`config.mk`:
```
export PLATFORM = sky130hd
export DESIGN_NAME = mdu
export DESIGN_NICKNAME = d
export VERILOG_FILES = /design/src/rtl/mdu.sv
export SDC_FILE = /design/constraint.sdc
export NUM_CORES = 1
export LEC_CHECK = 0
export CAP_MARGIN = 20
export CORE_MARGIN = 4
export CORE_UTILIZATION = 54
export CTS_CLUSTER_SIZE = 40
export DETAILED_ROUTE_END_ITERATION = 12
export GPL_TIMING_DRIVEN = 0
export PLACE_DENSITY = 0.81
export SLEW_MARGIN = 5
export SYNTH_ARGS = -nofsm -noshare
export SYNTH_HDL_FRONTEND = slang
export SYNTH_SLANG_ARGS = --single-unit
```
`constraint.sdc`:
```
create_clock -name clk -period 6.9 [get_ports clk]
set_input_delay 0.69 -clock clk [delete_from_list [all_inputs] [get_ports clk]]
set_output_delay 0.69 -clock clk [all_outputs]
set_load 0.02 [all_outputs]
```
`src/rtl/mdu.sv`:
```
`default_nettype none
// ============================================================================
// Module   : mdu
// Purpose  : Iterative multiply/divide unit with HI/LO result registers.
//            MULT/MULTU use a one-bit-per-cycle shift-add multiplier and
//            DIV/DIVU use a one-bit-per-cycle restoring divider. Signed
//            operations iterate on magnitudes and fix the sign on the final
//            step. MTHI/MTLO write a result register in a single cycle.
//            Optional feature macro: MDU_DIV_EN (divider, DIV state and
//            div_by_zero); when undefined, divide opcodes are ignored.
// Revision : 1.0 - initial release
// ============================================================================
module mdu #(
    parameter int WIDTH = 32
) (
    input  logic             clk,
    input  logic             rst_n,
    input  logic             start,
    input  logic [2:0]       op,
    input  logic [WIDTH-1:0] A,
    input  logic [WIDTH-1:0] B,
    output logic             busy,
    output logic             done,
    output logic [WIDTH-1:0] hi,
    output logic [WIDTH-1:0] lo,
    output logic             div_by_zero
);

    localparam int CW = $clog2(WIDTH);

    localparam logic [CW-1:0] c_last_cnt = CW'(WIDTH - 1);
    localparam logic [CW-1:0] c_cnt_one  = CW'(1);

    // State encoding
    localparam logic [1:0] S_IDLE = 2'd0;
    localparam logic [1:0] S_MUL  = 2'd1;
`ifdef MDU_DIV_EN
    localparam logic [1:0] S_DIV  = 2'd2;
`endif

    // Operation codes
    localparam logic [2:0] OP_MULTU = 3'b000;
    localparam logic [2:0] OP_MULT  = 3'b001;
`ifdef MDU_DIV_EN
    localparam logic [2:0] OP_DIVU  = 3'b010;
    localparam logic [2:0] OP_DIV   = 3'b011;
`endif
    localparam logic [2:0] OP_MTHI  = 3'b100;
    localparam logic [2:0] OP_MTLO  = 3'b101;

    // ------------------------------------------------------------------
    // Registers
    // ------------------------------------------------------------------
    logic [1:0]       state_q, state_d;
    logic [CW-1:0]    cnt_q,   cnt_d;
    // Working registers: multiply = {partial-product high, multiplier/low},
    // divide = {partial remainder, dividend/quotient}.
    logic [WIDTH-1:0] whi_q,   whi_d;
    logic [WIDTH-1:0] wlo_q,   wlo_d;
    // Multiplicand (multiply) or divisor magnitude (divide)
    logic [WIDTH-1:0] opnd_q,  opnd_d;
    // Negate the product / quotient on the final step
    logic             neg_lo_q, neg_lo_d;
`ifdef MDU_DIV_EN
    // Negate the remainder on the final step
    logic             neg_hi_q, neg_hi_d;
    logic             dbz_q,    dbz_d;
`endif
    logic [WIDTH-1:0] hi_q,    hi_d;
    logic [WIDTH-1:0] lo_q,    lo_d;
    logic             done_q,  done_d;

    // ------------------------------------------------------------------
    // Combinational helpers
    // ------------------------------------------------------------------
    logic                 w_accept;
    logic                 w_op_signed;
    logic                 w_last_step;
    logic [WIDTH-1:0]     w_mag_a;
    logic [WIDTH-1:0]     w_mag_b;
    logic [WIDTH:0]       w_mul_sum;
    logic [2*WIDTH-1:0]   w_prod_next;
    logic [2*WIDTH-1:0]   w_prod_fix;
`ifdef MDU_DIV_EN
    logic [WIDTH:0]       w_div_trial;
    logic                 w_div_ok;
    logic [WIDTH-1:0]     w_rem_next;
    logic [WIDTH-1:0]     w_quo_next;
    logic [WIDTH-1:0]     w_quo_fix;
    logic [WIDTH-1:0]     w_rem_fix;
`endif

    // Request decode, operand magnitudes and one iteration of each datapath
    always_comb begin
        w_accept    = start && (state_q == S_IDLE);
        // MULT (001) and DIV (011) are the signed variants
        w_op_signed = op[0];
        w_last_step = (cnt_q == c_last_cnt);
        w_mag_a     = (w_op_signed && A[WIDTH-1]) ? (~A + 1'b1) : A;
        w_mag_b     = (w_op_signed && B[WIDTH-1]) ? (~B + 1'b1) : B;

        // Shift-add: conditionally add the multiplicand to the high half,
        // then shift the whole product right by one (carry enters the top).
        w_mul_sum   = {1'b0, whi_q} + (wlo_q[0] ? {1'b0, opnd_q} : '0);
        w_prod_next = {w_mul_sum, wlo_q[WIDTH-1:1]};
        w_prod_fix  = neg_lo_q ? (~w_prod_next + 1'b1) : w_prod_next;

`ifdef MDU_DIV_EN
        // Restoring step: shift next dividend bit into the remainder and
        // subtract the divisor; a clear borrow bit means the trial fits.
        w_div_trial = {whi_q, wlo_q[WIDTH-1]} - {1'b0, opnd_q};
        w_div_ok    = ~w_div_trial[WIDTH];
        w_rem_next  = w_div_ok ? w_div_trial[WIDTH-1:0]
                               : {whi_q[WIDTH-2:0], wlo_q[WIDTH-1]};
        w_quo_next  = {wlo_q[WIDTH-2:0], w_div_ok};
        w_quo_fix   = neg_lo_q ? (~w_quo_next + 1'b1) : w_quo_next;
        w_rem_fix   = neg_hi_q ? (~w_rem_next + 1'b1) : w_rem_next;
`endif
    end

    // State and datapath registers with synchronous active-low reset
    always_ff @(posedge clk) begin
        if (!rst_n) begin
            state_q  <= S_IDLE;
            cnt_q    <= '0;
            whi_q    <= '0;
            wlo_q    <= '0;
            opnd_q   <= '0;
            neg_lo_q <= 1'b0;
`ifdef MDU_DIV_EN
            neg_hi_q <= 1'b0;
            dbz_q    <= 1'b0;
`endif
            hi_q     <= '0;
            lo_q     <= '0;
            done_q   <= 1'b0;
        end else begin
            state_q  <= state_d;
            cnt_q    <= cnt_d;
            whi_q    <= whi_d;
            wlo_q    <= wlo_d;
            opnd_q   <= opnd_d;
            neg_lo_q <= neg_lo_d;
`ifdef MDU_DIV_EN
            neg_hi_q <= neg_hi_d;
            dbz_q    <= dbz_d;
`endif
            hi_q     <= hi_d;
            lo_q     <= lo_d;
            done_q   <= done_d;
        end
    end

    // Next-state logic: leave IDLE on an accepted iterative op, return on
    // the last iteration
    always_comb begin
        state_d = state_q;
        case (state_q)
            S_IDLE: begin
                if (w_accept) begin
                    if ((op == OP_MULTU) || (op == OP_MULT)) begin
                        state_d = S_MUL;
                    end
`ifdef MDU_DIV_EN
                    else if (((op == OP_DIVU) || (op == OP_DIV)) && (B != '0)) begin
                        state_d = S_DIV;
                    end
`endif
                end
            end
            S_MUL: begin
                if (w_last_step) begin
                    state_d = S_IDLE;
                end
            end
`ifdef MDU_DIV_EN
            S_DIV: begin
                if (w_last_step) begin
                    state_d = S_IDLE;
                end
            end
`endif
            default: state_d = S_IDLE;
        endcase
    end

    // Datapath updates: load operands on accept, iterate, commit on the
    // final step; single-cycle ops write HI/LO directly
    always_comb begin
        cnt_d    = cnt_q;
        whi_d    = whi_q;
        wlo_d    = wlo_q;
        opnd_d   = opnd_q;
        neg_lo_d = neg_lo_q;
`ifdef MDU_DIV_EN
        neg_hi_d = neg_hi_q;
        dbz_d    = 1'b0;
`endif
        hi_d     = hi_q;
        lo_d     = lo_q;
        done_d   = 1'b0;

        case (state_q)
            S_IDLE: begin
                if (w_accept) begin
                    case (op)
                        OP_MULTU, OP_MULT: begin
                            cnt_d    = '0;
                            whi_d    = '0;
                            wlo_d    = w_mag_b;
                            opnd_d   = w_mag_a;
                            neg_lo_d = w_op_signed & (A[WIDTH-1] ^ B[WIDTH-1]);
                        end
`ifdef MDU_DIV_EN
                        OP_DIVU, OP_DIV: begin
                            if (B == '0) begin
                                // No iteration: raw dividend to HI, all ones to LO
                                hi_d   = A;
                                lo_d   = '1;
                                done_d = 1'b1;
                                dbz_d  = 1'b1;
                            end else begin
                                cnt_d    = '0;
                                whi_d    = '0;
                                wlo_d    = w_mag_a;
                                opnd_d   = w_mag_b;
                                neg_lo_d = w_op_signed & (A[WIDTH-1] ^ B[WIDTH-1]);
                                neg_hi_d = w_op_signed & A[WIDTH-1];
                            end
                        end
`endif
                        OP_MTHI: begin
                            hi_d   = A;
                            done_d = 1'b1;
                        end
                        OP_MTLO: begin
                            lo_d   = A;
                            done_d = 1'b1;
                        end
                        default: begin
                        end
                    endcase
                end
            end
            S_MUL: begin
                cnt_d = cnt_q + c_cnt_one;
                {whi_d, wlo_d} = w_prod_next;
                if (w_last_step) begin
                    cnt_d        = '0;
                    {hi_d, lo_d} = w_prod_fix;
                    done_d       = 1'b1;
                end
            end
`ifdef MDU_DIV_EN
            S_DIV: begin
                cnt_d = cnt_q + c_cnt_one;
                whi_d = w_rem_next;
                wlo_d = w_quo_next;
                if (w_last_step) begin
                    cnt_d  = '0;
                    lo_d   = w_quo_fix;
                    hi_d   = w_rem_fix;
                    done_d = 1'b1;
                end
            end
`endif
            default: begin
            end
        endcase
    end

    // Outputs: busy follows the state, results come straight from HI/LO
    always_comb begin
        busy = (state_q != S_IDLE);
        done = done_q;
        hi   = hi_q;
        lo   = lo_q;
`ifdef MDU_DIV_EN
        div_by_zero = dbz_q;
`else
        div_by_zero = 1'b0;
`endif
    end

endmodule
`default_nettype wire

```
==> summary.txt <==
Run status
  – Run status: completed

Placed design
  – Port bufs: approximately 130
  – DP Worst Slack: approximately 1.9 ns
  – Hpwl dp: around 35,000 µm
  – Final RePlAce weighted congestion: 1.02
  – DP Area: roughly 0.014 mm²

STA
  – Setup violations, final: 0
  – Final setup TNS: 0 ns
  – Min cycle time layout: roughly 5.2 ns
  – RSZ-0062 raised after global routing: false
  – Max Freq: a little under 200 MHz
  – Slew headroom: between 20 and 25%
  – Fin. max-slew vios: 0
  – Final clock skew: 0.0145 ns
  – Final count of hold timing violations: 0
  – Final period util: about three quarters
  – Final Worst Setup Slack: roughly 1.7 ns
  – Final hold slack: around 0.49 ns
  – Slew @ Worst Pin: between 1 and 1.5 ns

Yosys
  – Post-synth top area share: 28.3%
  – Asr flop ratio synth: 0%
  – EDFF count, synth: 0
  – Syn avg cell area: just under 8 µm²
  – Predominant post-synthesis flop cell: dfxtp_1
  – Netlist cell types: 77
  – Seq cells post-synth: about 170
  – Top-count cell post-synth: dfxtp_1
  – Ys Warns: 0
  – Post-synthesis cell count: between 1,500 and 2,000
  – Mapped Area: ~0.012 mm²
  – Largest area contributor in the netlist: dfxtp_1
  – Post-synth top cells: 168 x dfxtp_1, 155 x a21oi_1, 125 x nand2_1
  – Sequential area share after synthesis: 28.3%
  – Synth Net Count: 1,650
  – Top post-synthesis cells by area: dfxtp_1 28%, a21oi_1 6.5%, xor2_1 6.5%

Cells and area
  – Fin nets: approximately 1,800
  – Multi-input logic area: 0.00801 mm²
  – Register area: about 0.0034 mm²
  – Fillers: 1,858
  – Design area: 0.0141 mm²
  – Layout cells sized above 1: approximately 3.5%
  – Syn-to-layout area delta: 19.1%

Floorplan
  – Std-Cell Core Area: about 0.021 mm²
  – IO Count: 137
  – DIE WIDTH: between 150 and 200 µm
  – Site row count: 53
  – Die Area: 0.0244 mm²
  – Initial Utilization: between 50% and 60%
  – Die H: ~160 µm

Drt
  – DRT Pass-1 Iters: 6
  – Routed WL: between 40,000 and 50,000 µm
  – Routed Antenna Nets: 0
  – Average wire per standard cell: ~22 µm
  – Drt first-iter violations: roughly 1,400
  – Vias per cell: 6.44
  – Total number of vias: between 10,000 and 15,000
  – DRC: 0

Critical path
  – Reg2reg setup slack: between 1.5 and 2 ns
  – CP arrival: around 5.5 ns
  – CP Cell Sequence: clkbuf_1, and2_1, ha_1, fa_1, a21o_1, a221o_1, a211oi_2, o41ai_1, o22ai_1, xnor2_1, or4_1, o41ai_1, xor2_1, a21oi_1
  – Critical Path Fanout Max: 10
  – CP Data Required Time: 7.21 ns
  – Crit. path cell count: 14
  – FF-to-FF path depth: 14
  – CP Buf/Inv Count: 1
  – Worst path slowest cell: o41ai_1
  – Crit path largest cell delay: 0.96 ns
  – Crit path kind: flop to flop
  – CP delay by family, top: compound AO/OA/AOI/OAI gates
  – Crit end category: flop
  – Most used cell, CP: o41ai_1
  – Critical Path Start Type: flop

GRT
  – Grt total ovfl: 0
  – Largest net degree at the start of global routing: 19
  – Initial antenna violation count: 1
  – First-pass GRT wire length: 66,700 µm
  – Vias in the first global route: 11,900
  – Total GRT Usage: 34.9%

CTS
  – # Post-CTS Setup Buffers: 0
  – CTS Hold Buffers Added: 0
  – Clk Latency, worst-skew pair: 0.45 ns
  – Clk slew on worst S/H paths: ~0.07 ns
  – CTS tree: built
  – CTS buffer count: 17
  – Post-CTS resize count: 0
  – Root Buffer: clkbuf_16
  – CTS max path bufs: 2
  – H-tree levels: 4
  – Sink Count: 168

Run
  – Maxcap violations: 0

Power and ir drop
  – Clock network fraction of total power: 39.8%
  – Combinational fraction of design power: 17.8%
  – Switching Share: 32.2%
  – Register share of total power: around 42%
  – Power Dens Cells: about 170 mW/mm²
  – Net switching power: roughly 800 µW
  – Leakage power figure: 0.00536 µW
  – Cell Int Power: ~1600 µW
  – VDD IR-drop max: about 0.12 mV

Min path
  – Hold Path Class: flop to flop
  – Hold Crit Depth: 1
layout by cell type (no fill, tap or decap), types with 66 or more instances in the layout:
cell type / netlist / routed
dfxtp_1: 168 / 168
a21oi_1: 155 / 155
nor2_1: 114 / 114
nor2b_1: 101 / 101
clkbuf_1: 104 / 104
clkdlybuf4s50_1: 0 / 133
nand2_1: 125 / 125
a211oi_1: 66 / 66
o21ai_0: 71 / 71
xor2_1: 88 / 88
path summary, 6_finish.rpt:
path,start,to
worst min register to register,opnd_q[26],opnd_q[26]
worst max-delay path,wlo_q[0],hi[31]
worst max register to register,wlo_q[0],hi[31]
worst min-delay path,opnd_q[26],opnd_q[26]
layout make-up:
cell class	count	share of cell area (%)
repair buffers	135	9.49
inverters	18	0.478
clock buffers	17	3.01
clock inverters	15	1.10
multi-input cells	1245	56.7
flip-flops and latches	168	23.8
well taps	275	2.43
diodes	2	0.0354
plain buffers	111	2.98
metrics by stage:
stage                     cells  util [%]  power [µW]
after floorplan            1542         -        1290
after global placement     1950      63.6        1460
after detailed placement   1950      63.6        1470
after CTS                  1982      66.3        2410
after global routing       1984      66.4        2490
final                      1986      66.4        2430
sequential cells by signal, indices dropped and copies added (netlist names):
name,flops
state_q,1
whi_q,32
cnt_q,5
wlo_q,32
hi,32
done,1
opnd_q,32
lo,32
neg_lo_q,1
kinds of logic (layout without fill, tap and decap cells):
| logic type | Yosys count | count (layout) | share of synthesized area, % |
|---|---|---|---|
| compound gates | 493 | 493 | 27.6 |
| xor+xnor | 128 | 128 | 9.45 |
| fa+ha+maj | 38 | 38 | 4.07 |
| buf+inv | 129 | 296 | 4.12 |
| flops | 168 | 168 | 28.3 |
| mux | 9 | 9 | 0.791 |
| other cells | 1 | 3 | 0.0316 |
| simple gates | 576 | 576 | 25.5 |
power groups by stage:
stage	Combinational, µW	Sequential (µW)	Clock, µW
after floorplan	231	1050	0
after global placement	411	1050	0
after detailed placement	415	1050	0
after CTS	419	1030	963
after global routing	458	1040	1000
final	433	1030	968
worst register-to-register path, cell delays in order (launching register included):
cell	delay (ns)
dfxtp_1	0.55
clkbuf_1	0.36
and2_1	0.21
ha_1	0.20
fa_1	0.26
a21o_1	0.16
a221o_1	0.29
a211oi_2	0.18
o41ai_1	0.96
o22ai_1	0.22
xnor2_1	0.29
or4_1	0.64
o41ai_1	0.44
xor2_1	0.20
a21oi_1	0.09
metal layers:
layer / track usage (%) / vias up / wire length, µm
met1: 48.0 / 5996 / 18400
met2: 54.3 / 771 / 19100
met3: 6.28 / 134 / 4900
li1: - / 5897 / -
met5: 0 / - / 0
met4: 14.3 / 0 / 1810
Note: power is estimated with default switching activity, not from simulation.
